File: config.mk
export PLATFORM = sky130hd
export DESIGN_NAME = fifo_rd_packer_flat
export DESIGN_NICKNAME = d
export VERILOG_FILES = /design/src/rtl/fifo_rd_packer_if.sv /design/src/rtl/fifo_rd_packer.sv /design/src/flat_wrapper.sv
export SDC_FILE = /design/constraint.sdc
export NUM_CORES = 1
export LEC_CHECK = 0
export BUFFER_PORTS_ARGS = -buffer_cell sky130_fd_sc_hd__buf_4
export CAP_MARGIN = 20
export CORE_ASPECT_RATIO = 1.2
export CORE_MARGIN = 3
export CORE_UTILIZATION = 35
export CTS_BUF_LIST = sky130_fd_sc_hd__clkbuf_16
export CTS_CLUSTER_DIAMETER = 60
export CTS_CLUSTER_SIZE = 30
export DETAILED_ROUTE_END_ITERATION = 16
export PLACE_DENSITY = 0.58
export SLEW_MARGIN = 40
export SYNTH_ARGS = -nofsm -noshare
export SYNTH_HDL_FRONTEND = slang
export SYNTH_SLANG_ARGS = --single-unit
File: constraint.sdc
create_clock -name rd_clk -period 2 [get_ports rd_clk]
set_clock_uncertainty 0.05 [all_clocks]
set_input_delay 0.1 -clock rd_clk [delete_from_list [all_inputs] [get_ports rd_clk]]
set_output_delay 0.1 -clock rd_clk [all_outputs]
set_load 0.005 [all_outputs]
File: src/rtl/fifo_rd_packer_if.sv
`timescale 1ns/1ps
`default_nettype none
// ============================================================================
// Module   : fifo_rd_packer_if
// Brief    : Bundles the FIFO read-side, flush and packed-output handshake
//            signals of fifo_rd_packer.
//            master = the packer, slave = its FIFO/downstream environment.
// Revision : 1.0 - initial release
// ============================================================================
interface fifo_rd_packer_if #(
  parameter int WIDTH = 4,
  parameter int PACK  = 4
);
  // FIFO read side
  logic                    fifo_empty;
  logic [WIDTH-1:0]        fifo_data;
  logic                    fifo_rd_en;
  // flush request / completion
  logic                    flush;
  logic                    flush_done;
  // packed output word
  logic                    out_valid;
  logic                    out_ready;
  logic [WIDTH*PACK-1:0]   out_data;
  logic [PACK-1:0]         out_keep;

  modport master (
    input  fifo_empty,
    input  fifo_data,
    input  flush,
    input  out_ready,
    output fifo_rd_en,
    output flush_done,
    output out_valid,
    output out_data,
    output out_keep
  );

  modport slave (
    output fifo_empty,
    output fifo_data,
    output flush,
    output out_ready,
    input  fifo_rd_en,
    input  flush_done,
    input  out_valid,
    input  out_data,
    input  out_keep
  );
endinterface
`default_nettype wire

File: src/rtl/fifo_rd_packer.sv
`timescale 1ns/1ps
`default_nettype none
// ============================================================================
// Module   : fifo_rd_packer
// Brief    : Read-side consumer of an async FIFO (rd_clk domain). Pops
//            WIDTH-bit entries and packs PACK of them into one output word
//            with a valid/ready handshake. A flush emits the partial word
//            with a lane-keep mask and pulses flush_done.
// Revision : 1.0 - initial release
// ============================================================================
module fifo_rd_packer #(
  parameter int WIDTH = 4,
  parameter int PACK  = 4
) (
  input  logic                  rd_clk,
  input  logic                  rd_rst,   // synchronous, active-low
  fifo_rd_packer_if.master      bus
);

  localparam int CNT_W = $clog2(PACK + 1);

  localparam logic [1:0] c_fill  = 2'd0;   // normal packing
  localparam logic [1:0] c_fwait = 2'd1;   // flush: wait for in-flight entry
  localparam logic [1:0] c_femit = 2'd2;   // flush: emit partial / finish

  localparam logic [CNT_W-1:0] c_full = CNT_W'(PACK);

  logic [1:0]            r_state;
  logic [1:0]            w_state_next;
  logic [WIDTH*PACK-1:0] r_acc;
  logic [WIDTH*PACK-1:0] w_acc_capt;
  logic [CNT_W-1:0]      r_cnt;
  logic                  r_inflight;
  logic [CNT_W:0]        w_occupied;
  logic [PACK-1:0]       w_part_keep;
  logic                  w_out_free;
  logic                  w_fill;
  logic                  w_pop;
  logic                  w_transfer;
  logic                  w_flush_emit;
  logic                  w_flush_done;

  // The output register can take a new word when empty or being accepted now.
  assign w_out_free = !bus.out_valid || bus.out_ready;

  // Lanes already filled plus the one whose data is still on its way.
  assign w_occupied = {1'b0, r_cnt} + (CNT_W + 1)'(r_inflight);

  // Only pop while filling and a free lane remains for the popped entry;
  // rd_rst is active-low, so the pop is suppressed while reset is held.
  assign w_pop = rd_rst && !bus.fifo_empty && w_fill &&
                 (w_occupied < (CNT_W + 1)'(PACK));

  assign bus.fifo_rd_en = w_pop;

  // A full accumulator moves to the output register in any state.
  assign w_transfer = (r_cnt == c_full) && w_out_free;

  // State register for the flush controller.
  always_ff @(posedge rd_clk) begin
    if (!rd_rst) begin
      r_state <= c_fill;
    end else begin
      r_state <= w_state_next;
    end
  end

  // Next-state logic: flush drains the in-flight entry, then emits.
  always_comb begin
    w_state_next = r_state;
    case (r_state)
      c_fill: begin
        if (bus.flush) begin
          w_state_next = c_fwait;
        end
      end
      c_fwait: begin
        if (!r_inflight) begin
          w_state_next = c_femit;
        end
      end
      c_femit: begin
        // A full accumulator is left to the normal transfer; once cnt
        // returns to zero the flush completes without a partial word.
        if (w_flush_done) begin
          w_state_next = c_fill;
        end
      end
      default: begin
        w_state_next = c_fill;
      end
    endcase
  end

  // FSM outputs: pop enable, partial-word emit and flush completion.
  always_comb begin
    w_fill       = (r_state == c_fill);
    w_flush_emit = 1'b0;
    w_flush_done = 1'b0;
    if (r_state == c_femit) begin
      if (r_cnt == '0) begin
        w_flush_done = 1'b1;
      end else if ((r_cnt != c_full) && w_out_free) begin
        w_flush_emit = 1'b1;
        w_flush_done = 1'b1;
      end
    end
  end

  // Lane write for the arriving FIFO entry and keep mask for a partial word.
  always_comb begin
    w_acc_capt  = r_acc;
    w_part_keep = '0;
    for (int i = 0; i < PACK; i++) begin
      if (r_inflight && (r_cnt == CNT_W'(i))) begin
        w_acc_capt[i*WIDTH +: WIDTH] = bus.fifo_data;
      end
      w_part_keep[i] = (CNT_W'(i) < r_cnt);
    end
  end

  // Accumulator, fill count and in-flight tracking. A capture and a
  // transfer never coincide because pops stop once all lanes are claimed.
  always_ff @(posedge rd_clk) begin
    if (!rd_rst) begin
      r_acc      <= '0;
      r_cnt      <= '0;
      r_inflight <= 1'b0;
    end else begin
      r_inflight <= w_pop;
      if (w_transfer || w_flush_emit) begin
        r_acc <= '0;
        r_cnt <= '0;
      end else if (r_inflight) begin
        r_acc <= w_acc_capt;
        r_cnt <= r_cnt + CNT_W'(1);
      end
    end
  end

  // Output register: load full or partial words, hold while stalled,
  // clear valid on acceptance when nothing new is loaded.
  always_ff @(posedge rd_clk) begin
    if (!rd_rst) begin
      bus.out_valid  <= 1'b0;
      bus.out_data   <= '0;
      bus.out_keep   <= '0;
      bus.flush_done <= 1'b0;
    end else begin
      bus.flush_done <= w_flush_done;
      if (w_transfer) begin
        bus.out_valid <= 1'b1;
        bus.out_data  <= r_acc;
        bus.out_keep  <= '1;
      end else if (w_flush_emit) begin
        bus.out_valid <= 1'b1;
        bus.out_data  <= r_acc;
        bus.out_keep  <= w_part_keep;
      end else if (bus.out_ready) begin
        bus.out_valid <= 1'b0;
      end
    end
  end

endmodule
`default_nettype wire
File: src/flat_wrapper.sv
// flat-port wrapper written by rule: the top's interface ports become plain ports
module fifo_rd_packer_flat 
#(
  parameter int WIDTH = 4,
  parameter int PACK  = 4
)
  (rd_clk, rd_rst, bus_fifo_empty, bus_fifo_data, bus_flush, bus_out_ready, bus_fifo_rd_en, bus_flush_done, bus_out_valid, bus_out_data, bus_out_keep);
  fifo_rd_packer_if #(.WIDTH(WIDTH), .PACK(PACK)) bus_i ();
  input  logic rd_clk;
  input  logic rd_rst;
  input wire logic [$bits(bus_i.fifo_empty)-1:0] bus_fifo_empty;
  input wire logic [$bits(bus_i.fifo_data)-1:0] bus_fifo_data;
  input wire logic [$bits(bus_i.flush)-1:0] bus_flush;
  input wire logic [$bits(bus_i.out_ready)-1:0] bus_out_ready;
  output wire logic [$bits(bus_i.fifo_rd_en)-1:0] bus_fifo_rd_en;
  output wire logic [$bits(bus_i.flush_done)-1:0] bus_flush_done;
  output wire logic [$bits(bus_i.out_valid)-1:0] bus_out_valid;
  output wire logic [$bits(bus_i.out_data)-1:0] bus_out_data;
  output wire logic [$bits(bus_i.out_keep)-1:0] bus_out_keep;
  assign bus_i.fifo_empty = bus_fifo_empty;
  assign bus_i.fifo_data = bus_fifo_data;
  assign bus_i.flush = bus_flush;
  assign bus_i.out_ready = bus_out_ready;
  assign bus_fifo_rd_en = bus_i.fifo_rd_en;
  assign bus_flush_done = bus_i.flush_done;
  assign bus_out_valid = bus_i.out_valid;
  assign bus_out_data = bus_i.out_data;
  assign bus_out_keep = bus_i.out_keep;
  fifo_rd_packer #(.WIDTH(WIDTH), .PACK(PACK)) u_core (.rd_clk(rd_clk), .rd_rst(rd_rst), .bus(bus_i));
endmodule
==> run summary, run 1 <==
layout cell share with drive strength beyond 1 = 25.2%
Worst-Skew Late Latency = 0.28 ns
startpoint types = flop
Lkg Pwr = 0.981 nW
port bufs = 31
Die ar. = 6230 sq um
number of max-cap violations = 0
final setup violation count = 0
Slew @ Worst Pin = 0.464 ns
core area = 5040 sq um
initial antenna violation count = 0
HP Class = in -> reg
slack of the critical path = 0.225 ns
I/O pins = 32
Yosys top cell area share = 47.3%
DRT iter0 DRCs = 54
initial core utilization = 36.9%
Synth warnings = 0
Mapped Nets = 196
Mapped Area = 1860 sq um
largest cells by area after synthesis = dfxtp_1 47%, mux2i_1 15%, nand2_1 7.3%
Final min period = 1.77 ns
Distinct cells, synth = 31
max_slew headroom = 69.0%
Peak VDD IR = 0.305 mV
NumNets Final = 229
total grt overflow = 0
Synth Instances = 184
Req. time, crit path = 2.15 ns
Worst Hold Slack = 0.0890 ns
most common cell in the synthesized netlist = dfxtp_1
die height = 85.9 um
FFs w/ async S/R, synth = 0%
via count = 1,335
row count = 28
Max clock buf depth = 2
PostCTS Resize Cnt = 0
RSZ-0062 raised after global routing = false
pwr/cell area = 816 nW/um^2
DRC = 0
DPL Wire Length = 2450 um
largest net degree at the start of global routing = 32
clk sink count = 44
first-pass GRT wire length = 6250 um
leading area contributor after synthesis = dfxtp_1
element type at the critical path end = flop
die width = 72.6 um
Worst path max stage delay = 0.41 ns
worst path cell trace = inv_1 > ha_1 > or3b_4 > a21o_1 > a211oi_1
Slowest cell on crit path = or3b_4
Setup WS pre-CTS = 0.235 ns
post-CTS setup buffer count = 0
GPL Wtd Cong = 0.725
fmax = 0.563 GHz
critical path class = reg -> reg
worst-path fanout max = 14
area grow syn2layout = 24.4%
run status = finished clean
Main synth FF type = dfxtp_1
DR pass1 iterations = 4
Final Max Tran Viols = 0
post-route ant nets = 0
top cells by count, synth = 44 x dfxtp_1, 36 x nand2_1, 27 x mux2i_1, 11 x nor3_1, 10 x and3_1
setup TNS = 0 ns
clock root buffer = clkbuf_16
DR vias/cell = 4.80
DRT Wirelength = 3650 um
vias in the first global route = 1,322
CTS tree = built
CTS clk-pin slew, worst paths = 0.06 ns
cts hold-fix bufs = 0
Synth Register Bits = 44
syn avg cell area = 10.1 sq um
H-tree levels = 2
sequential area share after synthesis = 47.3%
Final Hold Viols = 0
period utilisation layout = 88.7%
Arr. time, crit path = 1.92 ns
EDFF count, synth = 0
CTS Buf Count = 5
GR Util All Layers = 12.9%
DR WL/cell = 13.1 um
antenna cells = 0
worst paths after layout:
kind	from	to	slack (ns)	depth (start not counted)
worst max-delay path	u_core.r_cnt[0]$_SDFFE_PP0P_	u_core.bus.out_keep[2]$_SDFFE_PN0P_	0.23	5
worst min-delay path	bus_flush	u_core.r_state[0]$_SDFFE_PN0P_	0.09	3
worst max register to register	u_core.r_cnt[0]$_SDFFE_PP0P_	u_core.bus.out_keep[2]$_SDFFE_PN0P_	0.23	5
worst min register to register	u_core.bus.out_data[10]$_SDFFE_PN0P_	u_core.bus.out_data[10]$_SDFFE_PN0P_	0.40	2
logic make-up (layout without fill, tap and decap cells):
kind of cell	after synthesis	count (layout)	share of synthesized area (%)
and+or+nand+nor	68	68	18.6
DFF	44	44	47.3
muxes	36	36	20.0
buffers and inverters	16	50	4.97
AOI/OAI and AO/OA	15	15	6.18
adders and majority gates	3	3	2.02
xor gates and xnor gates	2	2	0.941
where the power goes:
group | internal [mW] | switching [mW]
Combinational | 0.0484 | 0.0510
Clock | 0.580 | 0.310
Sequential | 0.889 | 0.0109
Total | 1.52 | 0.372
area by class of cell:
class | count | area, sq um
multi-input cells | 124 | 888
clock buffers | 5 | 125
fillers | 491 | 2730
repair buffers | 37 | 290
flip-flops and latches | 44 | 881
clock inverters | 3 | 37.5
inverters | 5 | 18.8
well taps | 60 | 75.1
critical path: cells and delay by family, from the launching register on:
family	cells	cell delay, ns
DFF	1	0.33
and+or+nand+nor	1	0.41
buffers and inverters	1	0.06
adders and majority gates	1	0.21
AOI/OAI and AO/OA	2	0.64
state kept, by name, indices dropped and copies added, names as in the netlist:
signal	flops
u_core.r_state	2
u_core.bus.out_keep	4
u_core.r_inflight	1
u_core.bus.out_data	16
u_core.r_cnt	3
u_core.bus.out_valid	1
u_core.r_acc	16
u_core.bus.flush_done	1
layout by cell type (no fill, tap or decap), drive strengths merged, types with 3 or more instances in the layout:
master	netlist	routed
and3	10	10
buf	4	37
clkbuf	7	5
clkinv	1	3
dfxtp	44	44
ha	3	3
inv	4	4
mux2	9	9
mux2i	27	27
nand2	36	36
nor3	11	11
o21ai	5	5
per-layer routing:
metal  vias to the layer above  global-route usage, %  share of wire (%)
met3                         5                   4.10                4.8
li1                        699                      -                  -
met5                         -                      0                  0
met4                         0                   4.03                1.5
met1                       606                   16.5                 48
met2                        25                   20.4                 46
stage by stage:
stage	utilization [%]	instance area, sq um	cells	total power [mW]
finish	45.9	2320	278	1.89
global route	45.9	2320	278	1.96
floorplan	-	1860	184	0.980
detailed placement	42.7	2150	270	1.02
CTS	45.9	2320	278	1.92
global placement	42.7	2150	270	1.02
(Power assumes the default switching activity.)
==> run 2: changes to the inputs <==
CORE_UTILIZATION = 49   (was 35)
PLACE_DENSITY = 0.7   (was 0.58)
==> run summary, run 2 (synthesized netlist as in run 1, its figures left out) <==
Peak VDD IR = 0.491 mV (was 0.305 mV)
NumNets Final = 228 (was 229)
crit-path leading delay family = compound AO/OA/AOI/OAI gates (unchanged)
CTS tree = built (unchanged)
DRT iter0 DRCs = 32 (was 54)
clk sink count = 44 (unchanged)
cts hold-fix bufs = 0 (unchanged)
H-tree levels = 2 (unchanged)
RSZ-0062 raised after global routing = false (unchanged)
period utilisation layout = 97.2% (was 88.7%)
GR Util All Layers = 18.2% (was 12.9%)
DRT Wirelength = 3740 um (was 3650 um)
CTS Buf Count = 5 (unchanged)
startpoint types = flop (unchanged)
Req. time, crit path = 2.09 ns (was 2.15 ns)
most frequent cells in the layout = 44 x dfxtp_1, 36 x nand2_1, 35 x buf_4 (was 44 x dfxtp_1, 36 x nand2_1, 36 x buf_4)
number of max-cap violations = 0 (unchanged)
run status = finished clean (unchanged)
GPL Wtd Cong = 0.842 (was 0.725)
top flop regs = u_core.bus.out_data: 16 flops, u_core.r_acc: 16 flops, u_core.bus.out_keep: 4 flops (unchanged)
worst-path fanout max = 7 (was 14)
commonest non-fill, non-tap cell in the layout = dfxtp_1 (unchanged)
CTS clk-pin slew, worst paths = 0.06 ns (about the same)
Switch Pwr = 0.396 mW (was 0.372 mW)
setup TNS = 0 ns (unchanged)
max_slew headroom = 60.0% (was 69.0%)
DR WL/cell = 14.0 um (was 13.1 um)
Int Power = 1.52 mW (about the same)
Max clock buf depth = 2 (unchanged)
critical path class = reg -> reg (unchanged)
worst path cell trace = inv_1 > ha_1 > or3b_4 > a2111oi_0 > a211oi_1 (was inv_1 > ha_1 > or3b_4 > a21o_1 > a211oi_1)
Slew @ Worst Pin = 0.585 ns (was 0.464 ns)
core area = 3480 sq um (was 5040 sq um)
DR pass1 iterations = 4 (unchanged)
row count = 23 (was 28)
DPL Wire Length = 2640 um (was 2450 um)
first-pass GRT wire length = 6510 um (was 6250 um)
total grt overflow = 0 (unchanged)
CP bufs+invs = 1 (unchanged)
DRC = 0 (unchanged)
Slowest cell on crit path = a2111oi_0 (was or3b_4)
Final min period = 1.94 ns (was 1.77 ns)
Worst path max stage delay = 0.55 ns (was 0.41 ns)
antenna cells = 0 (unchanged)
part of the power in registers = 46.9% (was 47.6%)
via count = 1,409 (was 1,335)
DR vias/cell = 5.28 (was 4.80)
largest net degree at the start of global routing = 37 (was 32)
initial antenna violation count = 0 (unchanged)
final setup violation count = 0 (unchanged)
Lkg Pwr = 0.979 nW (was 0.981 nW)
Non-Filler Instances = 267 (was 278)
initial core utilization = 53.5% (was 36.9%)
die height = 73.5 um (was 85.9 um)
fmax = 0.514 GHz (was 0.563 GHz)
Die ar. = 4580 sq um (was 6230 sq um)
Placed Cells = 259 (was 270)
element type at the critical path end = flop (unchanged)
Worst-Skew Late Latency = 0.28 ns (about the same)
area grow syn2layout = 23.6% (was 24.4%)
layout cell share with drive strength beyond 1 = 25.3% (was 25.2%)
combinational fraction of design power = 5.1% (was 5.3%)
port bufs = 31 (unchanged)
die width = 62.3 um (was 72.6 um)
pwr/cell area = 833 nW/um^2 (was 816 nW/um^2)
vias in the first global route = 1,467 (was 1,322)
PostCTS Resize Cnt = 0 (unchanged)
HP Class = in -> reg (unchanged)
Final Max Tran Viols = 0 (unchanged)
Arr. time, crit path = 2.03 ns (was 1.92 ns)
post-route ant nets = 0 (unchanged)
switch share = 20.6% (was 19.7%)
Final Hold Viols = 0 (unchanged)
clock root buffer = clkbuf_16 (unchanged)
Clock power frac = 48.0% (was 47.1%)
post-CTS setup buffer count = 0 (unchanged)
I/O pins = 32 (unchanged)
run 2: cell count changes in the layout (fill, tap and decap cells not counted):
cell | before | now
clkinv_1 | 3 | 2
buf_4 | 36 | 35
clkinv_4 | 0 | 1
run 2: layer usage:
layer / up-vias / track usage, % / share of wire [%]
li1: 700 / - / -
met1: 659 / 17.8 / 41
met2: 36 / 35.2 / 52
met3: 14 / 2.91 / 3.2
met4: 0 / 12.5 / 3.8
met5: - / 0 / 0
run 2: through the flow:
step	util (%)	worst slack [ns]	hold WS (ns)	instance area (sq um)	power, mW
after floorplan	-	0.0943	0.242	1860	0.980
after CTS	66.1	0.0944	0.109	2300	1.93
after global routing	66.1	0.0208	0.105	2300	1.97
final	66.1	0.0560	0.106	2300	1.92
after detailed placement	61.3	0.109	0.396	2130	1.02
after global placement	61.3	0.213	0.372	2130	1.01
run 2: power by group through the flow:
| stage | clock network (mW) | registers (mW) | logic, mW |
|---|---|---|---|
| floorplan | 0 | 0.917 | 0.0635 |
| global placement | 0 | 0.918 | 0.0943 |
| detailed placement | 0 | 0.919 | 0.0976 |
| CTS | 0.930 | 0.899 | 0.0984 |
| global route | 0.958 | 0.901 | 0.109 |
| finish | 0.920 | 0.899 | 0.0976 |
run 2: final cells by class:
class | count | area [sq um]
Tap cell | 50 | 62.6
Inverter | 5 | 18.8
Sequential cell | 44 | 881
Clock buffer | 5 | 125
Timing Repair Buffer | 36 | 283
Multi-Input combinational cell | 124 | 888
Clock inverter | 3 | 42.5
Fill cell | 275 | 1180
run 2: final timing paths:
path / start / to / slack [ns] / depth (start not counted)
min: bus_fifo_data[0] / u_core.r_acc[12]$_SDFFE_PP0P_ / 0.11 / 3
max: u_core.r_cnt[0]$_SDFFE_PP0P_ / u_core.bus.out_keep[2]$_SDFFE_PN0P_ / 0.06 / 5
min reg2reg: u_core.bus.out_data[7]$_SDFFE_PN0P_ / u_core.bus.out_data[7]$_SDFFE_PN0P_ / 0.40 / 2
max reg2reg: u_core.r_cnt[0]$_SDFFE_PP0P_ / u_core.bus.out_keep[2]$_SDFFE_PN0P_ / 0.06 / 5
run 2: worst min-delay path, cell delays in order:
cell     delay, ns
buf_4         0.11
mux2i_1       0.06
nor3_1        0.12
==> run 3: changes to the inputs <==
CORE_UTILIZATION = 42   (was 49)
PLACE_DENSITY = 0.61   (was 0.7)
==> run summary, run 3 (synthesized netlist as in run 1, its figures left out) <==
run status = finished clean (unchanged)
crit-path leading delay family = compound AO/OA/AOI/OAI gates (unchanged)
GPL Wtd Cong = 0.818 (was 0.842)
clk sink count = 44 (unchanged)
I/O pins = 32 (unchanged)
DPL Wire Length = 2560 um (was 2640 um)
fmax = 0.535 GHz (was 0.514 GHz)
element type at the critical path end = flop (unchanged)
NumNets Final = 228 (unchanged)
Worst-Skew Late Latency = 0.27 ns (was 0.28 ns)
slack of the critical path = 0.131 ns (was 0.0560 ns)
die width = 66.8 um (was 62.3 um)
vias in the first global route = 1,325 (was 1,467)
antenna cells = 0 (unchanged)
initial core utilization = 45.4% (was 53.5%)
Lkg Pwr = 0.962 nW (was 0.979 nW)
Die ar. = 5270 sq um (was 4580 sq um)
layout cell share with drive strength beyond 1 = 24.5% (was 25.3%)
CP bufs+invs = 1 (unchanged)
Slew @ Worst Pin = 0.393 ns (was 0.585 ns)
DRT iter0 DRCs = 51 (was 32)
Max clock buf depth = 2 (unchanged)
worst-path fanout max = 14 (was 7)
DR pass1 iterations = 4 (unchanged)
number of max-cap violations = 0 (unchanged)
Slowest cell on crit path = or3b_4 (was a2111oi_0)
first-pass GRT wire length = 6200 um (was 6510 um)
post-CTS setup buffer count = 0 (unchanged)
critical path class = reg -> reg (unchanged)
port bufs = 31 (unchanged)
GR Util All Layers = 15.0% (was 18.2%)
max_slew headroom = 73.1% (was 60.0%)
worst path cell trace = inv_1 > ha_1 > or3b_4 > a21o_1 > a211oi_1 (was inv_1 > ha_1 > or3b_4 > a2111oi_0 > a211oi_1)
final setup violation count = 0 (unchanged)
Arr. time, crit path = 2.01 ns (was 2.03 ns)
CTS tree = built (unchanged)
HP Class = in -> reg (unchanged)
CTS clk-pin slew, worst paths = 0.06 ns (about the same)
H-tree levels = 2 (unchanged)
DR vias/cell = 5.05 (was 5.28)
CTS Buf Count = 5 (unchanged)
clock root buffer = clkbuf_16 (unchanged)
Peak VDD IR = 0.385 mV (was 0.491 mV)
core area = 4100 sq um (was 3480 sq um)
Worst Hold Slack = 0.0993 ns (was 0.106 ns)
post-route ant nets = 0 (unchanged)
Final Hold Viols = 0 (unchanged)
Setup WS pre-CTS = 0.154 ns (was 0.109 ns)
Final min period = 1.87 ns (was 1.94 ns)
via count = 1,364 (was 1,409)
startpoint types = flop (unchanged)
Req. time, crit path = 2.14 ns (was 2.09 ns)
period utilisation layout = 93.5% (was 97.2%)
total grt overflow = 0 (unchanged)
pwr/cell area = 766 nW/um^2 (was 833 nW/um^2)
Layout fillers = 375 (was 275)
most frequent cells in the layout = 44 x dfxtp_1, 36 x nand2_1, 35 x buf_4 (unchanged)
area grow syn2layout = 22.0% (was 23.6%)
initial antenna violation count = 0 (unchanged)
Worst path max stage delay = 0.43 ns (was 0.55 ns)
setup TNS = 0 ns (unchanged)
DRT Wirelength = 3600 um (was 3740 um)
DR WL/cell = 13.3 um (was 14.0 um)
die height = 78.9 um (was 73.5 um)
Final Max Tran Viols = 0 (unchanged)
row count = 25 (was 23)
DRC = 0 (unchanged)
commonest non-fill, non-tap cell in the layout = dfxtp_1 (unchanged)
largest net degree at the start of global routing = 35 (was 37)
cts hold-fix bufs = 0 (unchanged)
top flop regs = u_core.bus.out_data: 16 flops, u_core.r_acc: 16 flops, u_core.bus.out_keep: 4 flops (unchanged)
RSZ-0062 raised after global routing = false (unchanged)
PostCTS Resize Cnt = 0 (unchanged)
==> run 3: cell types whose count changed in the layout (fill, tap and decap cells not counted), sizes merged <==
cell	delta
bufinv	-1
==> run 3: power breakdown <==
group	total, mW	internal [mW]	leakage [nW]	switching [mW]
registers	0.901	0.889	0.355	0.0120
logic	0.0970	0.0464	0.542	0.0506
clock network	0.741	0.446	0.0648	0.295
==> run 3: layer usage <==
| metal | wire, um | part of all wire [%] | track usage (%) |
|---|---|---|---|
| met1 | 1630 | 45 | 18.7 |
| met2 | 1750 | 49 | 24.5 |
| met3 | 161 | 4.5 | 4.81 |
| met4 | 51 | 1.4 | 4.67 |
| met5 | 0 | 0 | 0 |
==> run 3: final timing paths <==
path | slack [ns] | from | depth (start not counted) | endpoint
hold reg to reg | 0.40 | u_core.bus.out_data[5]$_SDFFE_PN0P_ | 2 | u_core.bus.out_data[5]$_SDFFE_PN0P_
setup / recovery | 0.13 | u_core.r_cnt[0]$_SDFFE_PP0P_ | 5 | u_core.bus.out_keep[2]$_SDFFE_PN0P_
hold / removal | 0.1 | bus_fifo_data[2] | 3 | u_core.r_acc[14]$_SDFFE_PP0P_
setup reg to reg | 0.13 | u_core.r_cnt[0]$_SDFFE_PP0P_ | 5 | u_core.bus.out_keep[2]$_SDFFE_PN0P_
==> run 3: layout make-up <==
| type | count | area, sq um | share of cell area [%] |
|---|---|---|---|
| Multi-Input combinational cell | 124 | 888 | 39.1 |
| Sequential cell | 44 | 881 | 38.8 |
| Timing Repair Buffer | 36 | 283 | 12.5 |
| Clock buffer | 5 | 125 | 5.51 |
| Tap cell | 54 | 67.6 | 2.98 |
| Inverter | 5 | 18.8 | 0.826 |
| Clock inverter | 2 | 7.51 | 0.331 |
==> run 3: worst min-delay path, cell delays in order <==
cell and delay, ns:
buf_4 0.11, mux2i_1 0.06, nor3_1 0.11
==> run 3: per-stage QoR <==
| step | instance area [sq um] | utilization, % | cells | total power [mW] |
|---|---|---|---|---|
| detailed placement | 2140 | 52.2 | 263 | 1.02 |
| finish | 2270 | 55.4 | 270 | 1.74 |
| global route | 2270 | 55.4 | 270 | 1.81 |
| CTS | 2270 | 55.4 | 270 | 1.76 |
| floorplan | 1860 | - | 184 | 0.980 |
| global placement | 2140 | 52.2 | 263 | 1.01 |
